**src/rtl/mem_arbiter.sv**
```systemverilog
// mem_arbiter: shares one single-ported unified memory between the fetch port and the
// load/store port, steering each read response back to the port that issued it.
module mem_arbiter #(
  parameter int ADDR_W       = 32,
  parameter int STARVE_LIMIT = 4
) (
  input  logic              clk,
  input  logic              reset,
  input  logic              if_req,
  input  logic [ADDR_W-1:0] if_addr,
  output logic              if_gnt,
  output logic              if_rvalid,
  output logic [31:0]       if_rdata,
  input  logic              d_req,
  input  logic              d_we,
  input  logic [3:0]        d_be,
  input  logic [ADDR_W-1:0] d_addr,
  input  logic [31:0]       d_wdata,
  output logic              d_gnt,
  output logic              d_rvalid,
  output logic [31:0]       d_rdata,
  output logic              mem_en,
  output logic              mem_we,
  output logic [3:0]        mem_be,
  output logic [ADDR_W-3:0] mem_addr,
  output logic [31:0]       mem_wdata,
  input  logic [31:0]       mem_rdata
);

  typedef enum logic [1:0] {
    OWN_NONE,
    OWN_IF,
    OWN_D
  } owner_t;

  localparam logic [7:0] LIMIT = 8'(STARVE_LIMIT);

  owner_t      r_rdOwner;
  owner_t      w_rdOwnerNext;
  logic [7:0]  r_starveCnt;
  logic [7:0]  w_starveCntNext;
  logic        w_ifGnt;
  logic        w_dGnt;
  logic        w_unusedBits;

  assign w_unusedBits = ^{if_addr[1:0], d_addr[1:0]};

  // Data wins ties unless the fetch has already lost STARVE_LIMIT arbitrations in a row.
  always_comb begin
    w_ifGnt = 1'b0;
    w_dGnt  = 1'b0;
    if (!reset) begin
      if (if_req && (!d_req || (r_starveCnt == LIMIT))) begin
        w_ifGnt = 1'b1;
      end else if (d_req) begin
        w_dGnt = 1'b1;
      end
    end
  end

  assign if_gnt = w_ifGnt;
  assign d_gnt  = w_dGnt;

  always_comb begin
    mem_en    = 1'b0;
    mem_we    = 1'b0;
    mem_be    = 4'h0;
    mem_addr  = '0;
    mem_wdata = 32'h0;
    if (w_ifGnt) begin
      mem_en   = 1'b1;
      mem_be   = 4'hF;
      mem_addr = if_addr[ADDR_W-1:2];
    end else if (w_dGnt) begin
      mem_en    = 1'b1;
      mem_we    = d_we;
      mem_be    = d_we ? d_be : 4'hF;
      mem_addr  = d_addr[ADDR_W-1:2];
      mem_wdata = d_wdata;
    end
  end

  always_comb begin
    w_rdOwnerNext = OWN_NONE;
    if (w_ifGnt) begin
      w_rdOwnerNext = OWN_IF;
    end else if (w_dGnt && !d_we) begin
      w_rdOwnerNext = OWN_D;
    end

    w_starveCntNext = r_starveCnt;
    if (!if_req || w_ifGnt) begin
      w_starveCntNext = 8'd0;
    end else if (w_dGnt && (r_starveCnt < LIMIT)) begin
      w_starveCntNext = r_starveCnt + 8'd1;
    end
  end

  always_ff @(posedge clk) begin
    if (reset) begin
      r_rdOwner   <= OWN_NONE;
      r_starveCnt <= 8'd0;
    end else begin
      r_rdOwner   <= w_rdOwnerNext;
      r_starveCnt <= w_starveCntNext;
    end
  end

  // Gating with reset drops a response whose read was granted just before reset rose.
  assign if_rvalid = !reset && (r_rdOwner == OWN_IF);
  assign d_rvalid  = !reset && (r_rdOwner == OWN_D);
  assign if_rdata  = if_rvalid ? mem_rdata : 32'h0;
  assign d_rdata   = d_rvalid ? mem_rdata : 32'h0;

endmodule

```
**config.mk**
```make
export PLATFORM = sky130hd
export DESIGN_NAME = mem_arbiter
export DESIGN_NICKNAME = d
export VERILOG_FILES = /design/src/rtl/mem_arbiter.sv
export SDC_FILE = /design/constraint.sdc
export NUM_CORES = 1
export LEC_CHECK = 0
export BUFFER_PORTS_ARGS = -buffer_cell sky130_fd_sc_hd__buf_2
export CORE_AREA = 2 2 105 107
export DETAILED_ROUTE_END_ITERATION = 6
export DIE_AREA = 0 0 107 109
export MAX_ROUTING_LAYER = met4
export PLACE_DENSITY = 0.53
export REMOVE_ABC_BUFFERS = 1
export SYNTH_ARGS = -nofsm -noshare
export SYNTH_HDL_FRONTEND = slang
export SYNTH_SLANG_ARGS = --single-unit
```
**constraint.sdc**
```tcl
create_clock -name clk -period 2.08 [get_ports clk]
set_input_delay 0.312 -clock clk [delete_from_list [all_inputs] [get_ports clk]]
set_output_delay 0.312 -clock clk [all_outputs]
set_load 0.03 [all_outputs]
```
# Word level (Yosys, flattened, before mapping)
# Cells that the tools add are included.
[totals] ff_bits=10 input_bits=137 output_inout_bits=136 word_cells=41
[classes] n_addsub=1 order_cmp=1 eq_ne=3 n_mux=20 reduce_logical=13
[ops] operator="32-bit 2-to-1 mux" count=4
[ops] operator="30-bit 2-to-1 mux" count=2
[ops] operator="4-bit 2-to-1 mux" count=3
[ops] operator="1-bit 2-to-1 mux" count=10
[ops] operator="8-bit by 1-bit adder with 8-bit output (second input constant)" count=1
[ops] operator="8-bit by 3-bit equality test with 1-bit output (second input constant)" count=1
[ops] operator="8-bit by 3-bit < comparator with 1-bit output (second input constant)" count=1
[ops] operator="1-bit logical AND" count=5
[ops] operator="1-bit logical NOT" count=4
[ops] operator="2-bit OR reduction" count=2
[ops] operator="2-bit by 1-bit equality test with 1-bit output (second input constant)" count=1
[ops] operator="2-bit equality test (second input constant)" count=1
[ops] operator="1-bit logical OR" count=2
[ops] operator="2-bit 2-to-1 mux" count=1

# Longest topological paths before layout
[depth] depth_word=8 mapped_depth=7 mapped_depth_nobuf=5

# Least setup slack after synthesis
# OpenSTA, ideal clock, no wires.
[synth_timing] path_kind="register -> output" from="reg r_starveCnt[0]" to="out mem_wdata[23]" arrival_ns=1.647 required_ns=1.768 path_slack_ns=0.121 path_stages_with_launch=8 path_buffers=2 path_cell_list="dfxtp_1 -> inv_1 -> ha_1 -> nand4bb_1 -> o31a_1 -> buf_6 -> buf_2 -> and2_1"
[synth_between] elab_chain_len=7 elab_cells_between_ends=9 cone_classes="eq/ne: 1; mux: 6; reduce/logical: 2"
[synth_rtl] item="start: declaration" line="40" rtl="logic [7:0] r_starveCnt;"
[synth_rtl] item="start signal: assignment" line="105" rtl="r_starveCnt <= w_starveCntNext;"
[synth_rtl] item="8-bit by 3-bit equality test with 1-bit output" line="53" rtl="if (if_req && (!d_req || (r_starveCnt == LIMIT))) begin"
[synth_rtl] item="1-bit logical OR" line="53"
[synth_rtl] item="1-bit logical AND" line="53"
[synth_rtl] item="1-bit 2-to-1 mux" line="53"
[synth_rtl] item="1-bit 2-to-1 mux" line="52" rtl="if (!reset) begin"
[synth_rtl] item="named net d_gnt" line="19" rtl="output logic d_gnt,"
[synth_rtl] item="32-bit 2-to-1 mux" line="74" rtl="end else if (w_dGnt) begin"
[synth_rtl] item="32-bit 2-to-1 mux" line="70" rtl="if (w_ifGnt) begin"
[synth_rtl] item="end: declaration" line="26" rtl="output logic [31:0] mem_wdata,"
# The timed path passes the listed nets, and every way through them passes these cells.

# Worst setup path after layout
[layout_timing] from="reg r_starveCnt[0]" to="out mem_addr[22]"
[layout_between] elab_chain_len=7 elab_cells_between_ends=9 cone_classes="eq/ne: 1; mux: 6; reduce/logical: 2"
[layout_rtl] item="8-bit by 3-bit equality test with 1-bit output (*)" line="53"
[layout_rtl] item="1-bit logical OR (*)" line="53"
[layout_rtl] item="1-bit logical AND (*)" line="53"
[layout_rtl] item="1-bit 2-to-1 mux" line="53"
[layout_rtl] item="1-bit 2-to-1 mux" line="52"
[layout_rtl] item="30-bit 2-to-1 mux" line="74"
[layout_rtl] item="30-bit 2-to-1 mux (*)" line="70"
[layout_rtl] item="end: declaration" line="25" rtl="output logic [ADDR_W-3:0] mem_addr,"
# Mark *: on every way between the ends. The rest lies on a longest branch, timed or not.

==> results.tsv <==
metric	value	unit
required	1.77	ns
postLayoutCellArea	0.00384	mm2
cts.sinks	10	
synth-edff-count	0	
htree_levels	1	
drv_slew	0	
crit_family	compound AO/OA/AOI/OAI gates	
cp_num_buf_inv	3	
seq_area_frac_synth	12.9	%
synth.top_cell.area_share	41.2	%
io_pins	273	
cts_root_buffer	clkbuf_8	
cts_buffer_depth	2	
antenna_found_initial	1	
arrival	1.95	ns
avgSynthCellArea	7.62	um2
dieArea	0.0117	mm2
wirelength	9110	um
path_clk_slew	0.05	ns
worstPathMaxFanout	18	
p_sw_share	39.3	%
async_flop_share	0	%
pwr-share-seq	16.6	%
dr.pass1.iters	4	
period_share	109	%
drt_iter0_markers	128	
antenna_left	0	
gr-total-overflow	0	
cts_tree	yes	
num_vias	2636	
critPathLaunchType	flop	
grt_pass1_vias	2478	
clkPwrFrac	21.0	%
hold_ws	0.299	ns
die_h	109	um
drive_above_1_share	74.0	%
status	finished, violations left	
setup_slack	-0.178	ns
power.leakage	0.00220	uW
grt_max_degree	38	
internal-power	715	uW
synth.most_common_cell	and2_1	
stdcell_count	614	
p_sw	462	uW
ys_ff_latch	10	
crit_chain	inv_2 > ha_1 > nand4bb_1 > o31a_4 > buf_12 > a32o_2 > buf_6	
start_util	14.6	%
hold_class	in -> reg	
ys_types	29	
num_rows	38	
hpwl	6890	um
grtUsageTotal	13.7	%
rrSetupSlack	0.56	ns
synth_area	0.00155	mm2
insertion_delay	0.24	ns
end_kind	output pin	
max_slew_margin	75.2	%
r2r_end	r_rdOwner[1]$_SDFF_PP0_	
combPwrFrac	62.5	%
r2r-start	r_starveCnt[0]$_SDFFE_PP0P_	
rsz0062_at_grt	true	
place_congestion	0.811	
routedWlPerCell	14.8	um
synth_flop_cell	dfxtp_1	
worst_pin_slew	0.369	ns
portBuffers	268	
worst_path_max_delay_cell	o31a_4	
fin_tns_setup	-8.72	ns
path_depth	7	
netlist_top_cells_area	and2_1 (41%), a32o_1 (19%), dfxtp_1 (13%), buf_6 (3.6%), clkbuf_1 (2.7%)	
crit_end	mem_addr[22]	
final_util	36.2	%
hold_viol	0	
clock_skew	0.00355	ns
synth_largest_area_cell	and2_1	
postCtsHoldBufs	0	
place_inst	598	
drv_cap	0	
cts_inserted_buffers	3	
grt_pass1_wl	12100	um
vdd_drop_max	189	uV
postSynthCellCount	203	
fmax	443	MHz
placed_cell_area	0.00306	mm2
core	0.0106	mm2
setup_viol	70	
final_nets	613	
dieWidth	107	um
period_needed	2.26	ns
yosys_warnings	0	
ys_top_cells_by_count	and2_1 (102), a32o_1 (30), clkbuf_1 (11)	
drc	0	
syn2layout_area_growth	148	%
startpoint	r_starveCnt[0]$_SDFFE_PP0P_	
worstRegToRegCells	6	
path_class	reg -> out	
vias_per_cell	4.29	
power.density	306	mW/mm2
max_stage_delay	0.46	ns
violations	negative setup slack	
## cell families (layout without fill, tap and decap cells)
family | Yosys count | after routing | synth area share, %
buf+inv | 25 | 295 | 8.97
fa+ha+maj | 2 | 2 | 1.62
flops | 10 | 10 | 12.9
other cells | 0 | 1 | 0
simple gates | 122 | 122 | 49.3
compound gates | 44 | 44 | 27.2
## power by group through the flow
stage	registers, uW	logic, uW	clock network, uW
global placement	199	564	0
global route	195	775	259
floorplan	198	305	0
CTS	195	700	249
finish	195	736	247
detailed placement	199	570	0
## worst min path at each step
stage	endpoint	depth (start not counted)	from	slack [ns]
6_report	r_rdOwner[1]$_SDFF_PP0_	2	d_we	0.30
3_5_place_dp	r_starveCnt[6]$_SDFFE_PP0P_	1	r_starveCnt[6]$_SDFFE_PP0P_	0.48
3_3_place_gp	r_starveCnt[6]$_SDFFE_PP0P_	1	r_starveCnt[6]$_SDFFE_PP0P_	0.47
5_1_grt	r_rdOwner[1]$_SDFF_PP0_	2	d_we	0.33
2_1_floorplan	r_rdOwner[1]$_SDFF_PP0_	1	d_we	0.38
4_1_cts	r_rdOwner[1]$_SDFF_PP0_	2	d_we	0.30
## layout by cell type (no fill, tap or decap), drive strengths merged
cell type,instances
buf,287
nor3,2
o21ai,1
nand2b,5
a21o,1
a31oi,1
o211a,1
nand4,1
nand4bb,1
o31ai,1
a41oi,1
diode,1
and2,102
a22o,4
or3,2
and3,2
o211ai,1
nor3b,2
dfxtp,10
nor4,1
nor2b,2
a21oi,1
inv,3
o21a,1
clkbuf,5
a32o,30
ha,2
o31a,1
nor2,2
## state kept, by name, summed over array words and instances (netlist names)
name / count
r_rdOwner: 2
r_starveCnt: 8
## what timing repair did
action / CTS / global route
endpoints found under the setup margin: 69 / 70
buffers inserted: 4 / 3
endpoints found under the hold margin: 0 / 0
gates resized for setup: 151 / 48
cloned: 3 / 1
## final cells by class
cell class / instances / area (um2)
Timing Repair Buffer: 288 / 2060
Sequential cell: 10 / 203
Fill cell: 1087 / 6760
Tap cell: 140 / 175
Multi-Input combinational cell: 168 / 1340
Clock buffer: 4 / 55.1
Inverter: 3 / 11.3
Antenna cell: 1 / 2.50
## through the flow
stage                     power (uW)  setup WS, ns
after floorplan                  504        -0.818
after global placement           763        0.0700
after detailed placement         769        0.0714
after CTS                       1140        -0.170
after global routing            1230        -0.222
final                           1180        -0.178
## routing by layer
metal	vias up	wire (um)	GRT usage (%)
li1	1262	-	-
met1	1184	3040	13.7
met2	176	5020	26.8
met3	14	817	2.15
met4	0	240	4.73
met5	-	0	-
## worst register-to-register path: cells and delay by family (launching register included)
family	cells	cell delay, ns
buf+inv	2	0.23
simple gates	2	0.28
compound gates	1	0.46
flops	1	0.32
fa+ha+maj	1	0.13
Power figures use the tool's default switching activity.
